`src/rtl/pipe_ctrl_pkg.sv`:
```
// Shared types and constants for the pipeline hazard controller.
// The state encoding is visible on the state port, so values are fixed.
package pipe_ctrl_pkg;

    localparam int REG_AW  = 5;
    localparam int STATE_W = 2;
    localparam int BUB_W   = 2;
    localparam int PERF_W  = 32;

    typedef enum logic [STATE_W-1:0] {
        RUN      = 2'd0,
        LD_STALL = 2'd1,
        MEM_WAIT = 2'd2,
        REDIRECT = 2'd3
    } state_t;

    typedef struct packed {
        logic pc_en;
        logic if_id_en;
        logic if_id_flush;
        logic id_ex_en;
        logic id_ex_flush;
        logic ex_mem_en;
        logic ex_mem_flush;
        logic mem_wb_en;
        logic mem_wb_flush;
    } ctl_t;

    // Free-running pipeline: everything advances, nothing is squashed.
    function automatic ctl_t ctl_default();
        ctl_t c;
        c = '{pc_en: 1'b1, if_id_en: 1'b1, if_id_flush: 1'b0,
              id_ex_en: 1'b1, id_ex_flush: 1'b0,
              ex_mem_en: 1'b1, ex_mem_flush: 1'b0,
              mem_wb_en: 1'b1, mem_wb_flush: 1'b0};
        return c;
    endfunction

endpackage

```
`src/rtl/pipe_ctrl_if.sv`:
```
// Hazard inputs and pipeline-register controls between datapath and controller.
// slave = controller side, master = datapath side.
interface pipe_ctrl_if import pipe_ctrl_pkg::*; ();

    logic [REG_AW-1:0] id_rs1;
    logic [REG_AW-1:0] id_rs2;
    logic              id_uses_rs1;
    logic              id_uses_rs2;
    logic [REG_AW-1:0] ex_rd;
    logic              ex_memread;
    logic              ex_modify_pc;
    logic              dmem_req;
    logic              dmem_ready;

    logic pc_en;
    logic if_id_en;
    logic if_id_flush;
    logic id_ex_en;
    logic id_ex_flush;
    logic ex_mem_en;
    logic ex_mem_flush;
    logic mem_wb_en;
    logic mem_wb_flush;

    modport slave (
        input  id_rs1, id_rs2, id_uses_rs1, id_uses_rs2,
        input  ex_rd, ex_memread, ex_modify_pc,
        input  dmem_req, dmem_ready,
        output pc_en, if_id_en, if_id_flush,
        output id_ex_en, id_ex_flush,
        output ex_mem_en, ex_mem_flush,
        output mem_wb_en, mem_wb_flush
    );

    modport master (
        output id_rs1, id_rs2, id_uses_rs1, id_uses_rs2,
        output ex_rd, ex_memread, ex_modify_pc,
        output dmem_req, dmem_ready,
        input  pc_en, if_id_en, if_id_flush,
        input  id_ex_en, id_ex_flush,
        input  ex_mem_en, ex_mem_flush,
        input  mem_wb_en, mem_wb_flush
    );

endinterface

```
`src/rtl/pipe_hazard_cmp.sv`:
```
// Load-use detector: a load in EX whose rd feeds a live source in ID.
// x0 never creates a dependency.
module pipe_hazard_cmp import pipe_ctrl_pkg::*; (
    input  logic [REG_AW-1:0] rs1,
    input  logic [REG_AW-1:0] rs2,
    input  logic              uses_rs1,
    input  logic              uses_rs2,
    input  logic [REG_AW-1:0] ex_rd,
    input  logic              ex_memread,
    output logic              hit
);

    logic m1;
    logic m2;

    assign m1  = uses_rs1 && (rs1 == ex_rd);
    assign m2  = uses_rs2 && (rs2 == ex_rd);
    assign hit = ex_memread && (ex_rd != '0) && (m1 || m2);

endmodule

```
`src/rtl/pipe_ctrl.sv`:
```
// Pipeline stall/flush controller: memory wait > redirect > load-use.
// Define PIPE_CTRL_PERF_EN to add stall_cycles / flush_events counters.
module pipe_ctrl import pipe_ctrl_pkg::*; #(
    parameter int REDIRECT_BUBBLES = 1
) (
    input  logic               clk,
    input  logic               rst,
    pipe_ctrl_if.slave         bus,
    output logic [STATE_W-1:0] state
`ifdef PIPE_CTRL_PERF_EN
    ,
    output logic [PERF_W-1:0]  stall_cycles,
    output logic [PERF_W-1:0]  flush_events
`endif
);

    localparam logic [BUB_W-1:0] BUB_LOAD = BUB_W'(REDIRECT_BUBBLES);

    state_t           state_q;
    state_t           state_d;
    logic [BUB_W-1:0] bub_q;
    logic [BUB_W-1:0] bub_d;
    ctl_t             ctl;
    logic             lu_hit;
    logic             mem_wait;
    logic             redirect;

    pipe_hazard_cmp u_cmp (
        .rs1        (bus.id_rs1),
        .rs2        (bus.id_rs2),
        .uses_rs1   (bus.id_uses_rs1),
        .uses_rs2   (bus.id_uses_rs2),
        .ex_rd      (bus.ex_rd),
        .ex_memread (bus.ex_memread),
        .hit        (lu_hit)
    );

    // Once parked in MEM_WAIT, only dmem_ready releases the stall.
    assign mem_wait = !bus.dmem_ready
                   && (bus.dmem_req || state_q == MEM_WAIT);
    assign redirect = bus.ex_modify_pc && !mem_wait;

    // Control decode and next-state selection in priority order.
    always_comb begin
        ctl     = ctl_default();
        state_d = state_q;
        bub_d   = bub_q;
        if (rst) begin
            state_d = RUN;
            bub_d   = '0;
        end else if (mem_wait) begin
            // mem_wb flush dominates its enable inside the register.
            ctl              = '0;
            ctl.mem_wb_flush = 1'b1;
            state_d          = MEM_WAIT;
        end else if (redirect) begin
            ctl.if_id_flush = 1'b1;
            ctl.id_ex_flush = 1'b1;
            bub_d           = BUB_LOAD;
            state_d         = REDIRECT;
        end else begin
            unique case (state_q)
                RUN: begin
                    if (lu_hit) begin
                        ctl.pc_en       = 1'b0;
                        ctl.if_id_en    = 1'b0;
                        ctl.id_ex_flush = 1'b1;
                        state_d         = LD_STALL;
                    end else begin
                        state_d = RUN;
                    end
                end
                LD_STALL: state_d = RUN;
                MEM_WAIT: state_d = RUN;
                REDIRECT: begin
                    ctl.if_id_flush = 1'b1;
                    bub_d   = (bub_q == '0) ? '0 : bub_q - 1'b1;
                    state_d = (bub_q <= 1) ? RUN : REDIRECT;
                end
                default: state_d = RUN;
            endcase
        end
    end

    // FSM state and redirect bubble counter.
    always_ff @(posedge clk or posedge rst) begin
        if (rst) begin
            state_q <= RUN;
            bub_q   <= '0;
        end else begin
            state_q <= state_d;
            bub_q   <= bub_d;
        end
    end

    assign state            = state_q;
    assign bus.pc_en        = ctl.pc_en;
    assign bus.if_id_en     = ctl.if_id_en;
    assign bus.if_id_flush  = ctl.if_id_flush;
    assign bus.id_ex_en     = ctl.id_ex_en;
    assign bus.id_ex_flush  = ctl.id_ex_flush;
    assign bus.ex_mem_en    = ctl.ex_mem_en;
    assign bus.ex_mem_flush = ctl.ex_mem_flush;
    assign bus.mem_wb_en    = ctl.mem_wb_en;
    assign bus.mem_wb_flush = ctl.mem_wb_flush;

`ifdef PIPE_CTRL_PERF_EN
    // Stall cycles and accepted redirects; both wrap naturally.
    always_ff @(posedge clk or posedge rst) begin
        if (rst) begin
            stall_cycles <= '0;
            flush_events <= '0;
        end else begin
            if (!ctl.pc_en)
                stall_cycles <= stall_cycles + 1'b1;
            if (redirect)
                flush_events <= flush_events + 1'b1;
        end
    end
`endif

endmodule

```
`src/flat_wrapper.sv`:
```
// flat-port wrapper written by rule: the top's interface ports become plain ports
module pipe_ctrl_flat import pipe_ctrl_pkg::*;
#(
    parameter int REDIRECT_BUBBLES = 1
)
  (clk, rst, state, bus_id_rs1, bus_id_rs2, bus_id_uses_rs1, bus_id_uses_rs2, bus_ex_rd, bus_ex_memread, bus_ex_modify_pc, bus_dmem_req, bus_dmem_ready, bus_pc_en, bus_if_id_en, bus_if_id_flush, bus_id_ex_en, bus_id_ex_flush, bus_ex_mem_en, bus_ex_mem_flush, bus_mem_wb_en, bus_mem_wb_flush);
  pipe_ctrl_if bus_i ();
  input  logic clk;
  input  logic rst;
  output logic [STATE_W-1:0] state;
  input wire logic [$bits(bus_i.id_rs1)-1:0] bus_id_rs1;
  input wire logic [$bits(bus_i.id_rs2)-1:0] bus_id_rs2;
  input wire logic [$bits(bus_i.id_uses_rs1)-1:0] bus_id_uses_rs1;
  input wire logic [$bits(bus_i.id_uses_rs2)-1:0] bus_id_uses_rs2;
  input wire logic [$bits(bus_i.ex_rd)-1:0] bus_ex_rd;
  input wire logic [$bits(bus_i.ex_memread)-1:0] bus_ex_memread;
  input wire logic [$bits(bus_i.ex_modify_pc)-1:0] bus_ex_modify_pc;
  input wire logic [$bits(bus_i.dmem_req)-1:0] bus_dmem_req;
  input wire logic [$bits(bus_i.dmem_ready)-1:0] bus_dmem_ready;
  output wire logic [$bits(bus_i.pc_en)-1:0] bus_pc_en;
  output wire logic [$bits(bus_i.if_id_en)-1:0] bus_if_id_en;
  output wire logic [$bits(bus_i.if_id_flush)-1:0] bus_if_id_flush;
  output wire logic [$bits(bus_i.id_ex_en)-1:0] bus_id_ex_en;
  output wire logic [$bits(bus_i.id_ex_flush)-1:0] bus_id_ex_flush;
  output wire logic [$bits(bus_i.ex_mem_en)-1:0] bus_ex_mem_en;
  output wire logic [$bits(bus_i.ex_mem_flush)-1:0] bus_ex_mem_flush;
  output wire logic [$bits(bus_i.mem_wb_en)-1:0] bus_mem_wb_en;
  output wire logic [$bits(bus_i.mem_wb_flush)-1:0] bus_mem_wb_flush;
  assign bus_i.id_rs1 = bus_id_rs1;
  assign bus_i.id_rs2 = bus_id_rs2;
  assign bus_i.id_uses_rs1 = bus_id_uses_rs1;
  assign bus_i.id_uses_rs2 = bus_id_uses_rs2;
  assign bus_i.ex_rd = bus_ex_rd;
  assign bus_i.ex_memread = bus_ex_memread;
  assign bus_i.ex_modify_pc = bus_ex_modify_pc;
  assign bus_i.dmem_req = bus_dmem_req;
  assign bus_i.dmem_ready = bus_dmem_ready;
  assign bus_pc_en = bus_i.pc_en;
  assign bus_if_id_en = bus_i.if_id_en;
  assign bus_if_id_flush = bus_i.if_id_flush;
  assign bus_id_ex_en = bus_i.id_ex_en;
  assign bus_id_ex_flush = bus_i.id_ex_flush;
  assign bus_ex_mem_en = bus_i.ex_mem_en;
  assign bus_ex_mem_flush = bus_i.ex_mem_flush;
  assign bus_mem_wb_en = bus_i.mem_wb_en;
  assign bus_mem_wb_flush = bus_i.mem_wb_flush;
  pipe_ctrl #(.REDIRECT_BUBBLES(REDIRECT_BUBBLES)) u_core (.clk(clk), .rst(rst), .bus(bus_i), .state(state));
endmodule
```
`config.mk`:
```
export PLATFORM = sky130hd
export DESIGN_NAME = pipe_ctrl_flat
export DESIGN_NICKNAME = d
export VERILOG_FILES = /design/src/rtl/pipe_ctrl_pkg.sv /design/src/rtl/pipe_ctrl_if.sv /design/src/rtl/pipe_hazard_cmp.sv /design/src/rtl/pipe_ctrl.sv /design/src/flat_wrapper.sv
export SDC_FILE = /design/constraint.sdc
export NUM_CORES = 1
export LEC_CHECK = 0
export ABC_AREA = 1
export CAP_MARGIN = 40
export CORE_MARGIN = 2
export CORE_UTILIZATION = 35
export DETAILED_ROUTE_END_ITERATION = 10
export PLACE_DENSITY = 0.77
export SLEW_MARGIN = 20
export SYNTH_ARGS = -nofsm -noshare
export SYNTH_HDL_FRONTEND = slang
export SYNTH_SLANG_ARGS = --single-unit
```
`constraint.sdc`:
```
create_clock -name clk -period 1.2 [get_ports clk]
set_input_delay 0.12 -clock clk [delete_from_list [all_inputs] [get_ports clk]]
set_output_delay 0.12 -clock clk [all_outputs]
set_load 0.02 [all_outputs]
```
After elaboration in Yosys (flattened, before gate mapping)
Cells that the tools add are included.

Flip-flop bits (word level): 4. Bits of input ports: 23. Output and inout bits: 11. Word-level logic and storage cells: 50.

Add/sub/neg operators: 1. Order comparisons: 1. Equality and inequality tests: 6. Muxes and demuxes: 24. Reductions and logical operators: 16.

Operators with widths (number): two-way mux 2 bit (12); == test 5 bit (2); two-way mux 9 bit (1); two-way mux 1 bit (8); logical AND 1 bit (6); one-hot mux 2 bit (3 select lines) (1); nonzero test 5 bit (1); == test 2 bit (second input constant) (2); logical NOT 2 bit (2); two-way mux 4 bit (1); two-way mux 3 bit (1); nonzero test 3 bit (1); == test 2 x 1 -> 1 bit (second input constant) (1); less-or-equal comparator 2 x 1 -> 1 bit (second input constant) (1); logical NOT 1 bit (2); logical OR 1 bit (2); inequality test 2 bit (second input constant) (1); AND reduction 2 bit (1); OR reduction 2 bit (1); subtractor 2 x 1 -> 2 bit (second input constant) (1).

Depth between registers and ports, before layout
Depth in word-level cells: 9. Mapped depth: 10. Depth with buffers taken out: 9.

Modules after synthesis
Synthesis repeated with hierarchy kept, for this count alone.

Cell total of the unflattened synthesis: 102. Area total of the unflattened synthesis: 529.3 um^2.

By module, submodules not included: pipe_ctrl (instances 1, cells an instance 47, area each 312.8 um^2, sequential area each 100.1 um^2); pipe_hazard_cmp (instances 1, cells an instance 55, area each 216.5 um^2, sequential area each 0.0 um^2).

Least setup slack after synthesis
OpenSTA, ideal clock, no wires.

Path kind: register to output. Start point: reg u_core.state_q[1], in the netlist u_core.state[1]. End point: out bus_pc_en. Data arrival time: 1420 ps. Data required time: 1080 ps. Slack: -340 ps. Stages on the path, launching flop included: 9. Path buffers: 1. Cell sequence: dfrtp_1 inv_1 nor2_2 o21bai_4 nor2_4 inv_2 nand2_1 inv_1 buf_4.

Word-level cells in the longest chain between the ends: 8. Elaborated cells on any way between the ends: 10. Classes of those cells: eq/ne: 1; mux: 4; reduce/logical: 5.

Ends and longest elaborated chain: start: declaration (RTL line pipe_ctrl.sv:19) `state_t state_q;`; start signal: assignment (RTL line pipe_ctrl.sv:91) `state_q <= state_d;`; == test 2 bit (RTL line pipe_ctrl.sv:40) `&& (bus.dmem_req || state_q == MEM_WAIT);`; logical OR 1 bit (RTL line pipe_ctrl.sv:40); logical AND 1 bit (RTL line pipe_ctrl.sv:40); logical NOT 1 bit (RTL line pipe_ctrl.sv:41) `assign redirect = bus.ex_modify_pc && !mem_wait;`; logical AND 1 bit (RTL line pipe_ctrl.sv:41); two-way mux 2 bit (RTL line pipe_ctrl.sv:56) `end else if (redirect) begin`; two-way mux 3 bit (*) (RTL line pipe_ctrl.sv:51) `end else if (mem_wait) begin`; two-way mux 9 bit (*) (RTL line pipe_ctrl.sv:48) `if (rst) begin`; end: declaration (RTL line flat_wrapper.sv:20) `output wire logic [$bits(bus_i.pc_en)-1:0] bus_pc_en;`.

Every way passes the cells marked *; elsewhere a longest branch is shown, timed or not.

Worst setup path after layout
Start point: reg u_core.state_q[1], in the netlist u_core.state[1]. End point: out bus_if_id_flush.

Word-level cells in the longest chain between the ends: 8. Elaborated cells on any way between the ends: 10. Classes of those cells: eq/ne: 2; mux: 4; reduce/logical: 4.

Ends and longest elaborated chain: == test 2 bit (RTL line pipe_ctrl.sv:40); logical OR 1 bit (RTL line pipe_ctrl.sv:40); logical AND 1 bit (RTL line pipe_ctrl.sv:40); logical NOT 1 bit (RTL line pipe_ctrl.sv:41); logical AND 1 bit (RTL line pipe_ctrl.sv:41); two-way mux 1 bit (RTL line pipe_ctrl.sv:56); two-way mux 3 bit (*) (RTL line pipe_ctrl.sv:51); two-way mux 9 bit (*) (RTL line pipe_ctrl.sv:48); end: declaration (RTL line flat_wrapper.sv:22) `output wire logic [$bits(bus_i.if_id_flush)-1:0] bus_if_id_flush;`.

Marks and branches as above.

==> impl_results.md <==
- Initial DRC Count: 1
- Final instance area: 0.00109 mm²
- Mapped Avg Cell Area: 5.43 µm²
- Critical Path AT: 1.31 ns
- Leak: 0.639 nW
- Clock-pin transition on the worst setup and hold timing paths: 0.04 ns
- Violated checks: setup timing
- Synth Instances: 100
- Post-synthesis adder-cell area fraction: 0%
- Final Worst Setup Slack: -0.231 ns
- Post-synth EDFFs: 0
- Crit path max fanout: 3
- Layout Nets: 171
- Net load switching power: 220 µW
- Post-route DRC: 0
- Data required time of the worst path: 1.08 ns
- N_diodes: 0
- Pre-CTS setup slack: -0.813 ns
- Fin. max-slew vios: 0
- Via count: 720
- Cell Chain, Critical Path: inv_2, nor2_4, o21bai_4, nand2_4, a21oi_4, buf_6
- Total GRT Usage: 18.5%
- Post-synth net total: 123
- Final-layout fill cell count: 113
- Crit-path slowest cell: dfrtp_2
- Ports: 34
- # setup viols final: 12
- Final hold vios: 0
- Max-cap violations: 0
- Antenna violations before repair: 0
- Grt ovf: 0
- Sw Share: 34.4%
- Worst setup path startpoint: u_core.state[1]$_DFF_PP0_
- Via-to-Cell Ratio: 4.44
- Status: finished with violations
- Chip height: 43.4 µm
- Maximum vdd drop: 0.000598 V
- Commonest non-fill, non-tap cell in the layout: nand2_1
- P&R area growth vs syn: 101%
- Final RePlAce weighted congestion: 0.779
- Area after DPL: 962 µm²
- Max stage delay on crit path: 0.42 ns
- Yosys warning count: 0
- Synth Area in Compound Gates: 11.8%
- Fmax: 699 MHz
- Clock Skew: 0.00163 ns
- Reg-to-reg setup timing slack: -0.12 ns
- Post-Syn Area: 543 µm²
- Largest net degree at the start of global routing: 7
- Simple logic cell fraction of the synthesized area: 47.7%
- Unique masters post-synth: 19
- Die area: 0.00188 mm²
- Predominant post-synthesis flop cell: dfrtp_1
- Synth async-reset ratio: 100%
- Combinational share of power: 51.4%
- CTS Buf Count: 3
- Sink Count: 4
- Pint: 419 µW
- Starting Density: 36.9%
- Fraction of synthesized area in multiplexers: 0%
- Clk network pwr share: 25.1%
- CTS root buffer: clkbuf_4
- Share of cells above drive strength 1: 41.8%
- PwrDens: 586 mW/mm²
- WL per Instance: 9.60 µm
- DRT Pass-1 Iters: 2
- Critical Path Start Type: flop
- H-tree Lvls: 1
- Setup Crit Path Kind: flop to primary output
- Critical path endpoint: bus_if_id_flush
- Global-route wire length before repair: 2.66 mm
- R2R Path End: u_core.bub_q[0]$_DFFE_PP0P_
- Ratio of final minimum period to clock period: 119%
- Seq pwr share: 23.5%
- Main combinational cell family by area after synthesis: simple AND/OR/NAND/NOR gates
- CTS max path bufs: 2
- Final HPWL DP: 1.20 mm
- RSZ-0062 raised after global routing: true
- Setup crit end kind: primary output
- RR Startpoint: u_core.state[1]$_DFF_PP0_
- Port Buffer Count: 32
- Seq cells post-synth: 4
- Die width: 43.4 µm
- # rows: 14
- CTS tree: done
- Hold WC Path Type: primary input to asynchronous set/reset pin
- Post-Synth XOR/XNOR Area: 0%
- Vias in the first global route: 699
- Final ANT Viol Nets: 0
- Tmin final: 1.43 ns
- Seq/Total Area, Yosys: 18.4%
- WL final: 1.56 mm
- Core Region: 0.00147 mm²
- Commonest cells after routing, fill and taps aside: nand2_1 (34), buf_4 (14), inv_1 (13)
- Number of cells on the worst reg-to-reg path: 9
- Clock Latency Late Sink: 0.23 ns
final cells by class:
| cell class | count | area, µm² | share of cell area [%] |
|---|---|---|---|
| clock buffer | 3 | 22.5 | 2.07 |
| inverter | 23 | 91.3 | 8.38 |
| multi-input combinational | 69 | 412 | 37.8 |
| sequential | 4 | 103 | 9.41 |
| tap | 16 | 20.0 | 1.84 |
| timing repair buffer | 47 | 442 | 40.5 |
synthesized netlist by cell type (2+ instances only):
| cell | n | area (µm²) |
|---|---|---|
| nand2_1 | 40 | 150 |
| inv_1 | 17 | 63.8 |
| nor2_1 | 11 | 41.3 |
| inv_2 | 6 | 22.5 |
| buf_4 | 4 | 30.0 |
| dfrtp_1 | 4 | 100 |
| nand3_1 | 4 | 20.0 |
| a21oi_1 | 2 | 10.0 |
| nand4_1 | 2 | 12.5 |
power by group through the flow:
stage	Sequential [mW]	Clock [mW]	Combinational, mW
detailed placement	0.151	0	0.302
floorplan	0.156	0	0.147
global placement	0.151	0	0.298
CTS	0.149	0.172	0.311
finish	0.150	0.160	0.328
global route	0.151	0.176	0.360
metrics by stage:
step           power (mW)  TNS [ns]  util, %  hold slack (ns)  cells
6_report            0.639     -1.77     74.1            0.363    162
5_1_grt             0.687     -2.42     74.1            0.410    162
4_1_cts             0.632     -1.76     69.6            0.338    159
3_5_place_dp        0.453     -5.17     65.4            0.528    153
3_3_place_gp        0.449     -4.97     65.4            0.487    153
2_1_floorplan       0.303    -0.637        -          -0.0816    100
critical path, delay by kind of cell, from the launching register on:
family | cells | cell delay [ns]
flops | 1 | 0.42
buf+inv | 2 | 0.20
compound gates | 2 | 0.32
simple gates | 2 | 0.14
metal layers:
layer / part of all wire [%] / GRT usage (%) / vias to the layer above
met1: 41 / 20.2 / 312
met4: 1.9 / 11.5 / 0
li1: - / - / 383
met5: 0 / 0 / -
met2: 54 / 32.8 / 21
met3: 3.1 / 3.33 / 4
logic make-up (layout without fill, tap and decap cells):
logic type             count (synthesis)  count (layout)
AO/OA/AOI/OAI                          7               7
buffers and inverters                 27              73
flip-flops                             4               4
other                                  1               1
AND/OR/NAND/NOR                       61              61
state kept, by name, summed over array words and instances (netlist names):
register      cells
u_core.state      2
u_core.bub_q      2
repair_timing:
action	in CTS	in global routing
gates resized for setup	71	15
buffers inserted	3	3
hold endpoints to repair	0	0
setup endpoints to repair	14	12
hold buffers	0	0
pin swaps	14	10
worst min path at each step:
stage	startpoint	endpoint	cells after the start
global placement	u_core.bub_q[0]$_DFFE_PP0P_	u_core.bub_q[0]$_DFFE_PP0P_	2
global route	rst	u_core.bub_q[0]$_DFFE_PP0P_	3
CTS	rst	u_core.bub_q[1]$_DFFE_PP0P_	3
finish	rst	u_core.bub_q[1]$_DFFE_PP0P_	3
detailed placement	u_core.bub_q[0]$_DFFE_PP0P_	u_core.bub_q[0]$_DFFE_PP0P_	2
floorplan	rst	u_core.bub_q[0]$_DFFE_PP0P_	1
No activity file was read; power rests on OpenSTA's default activity.
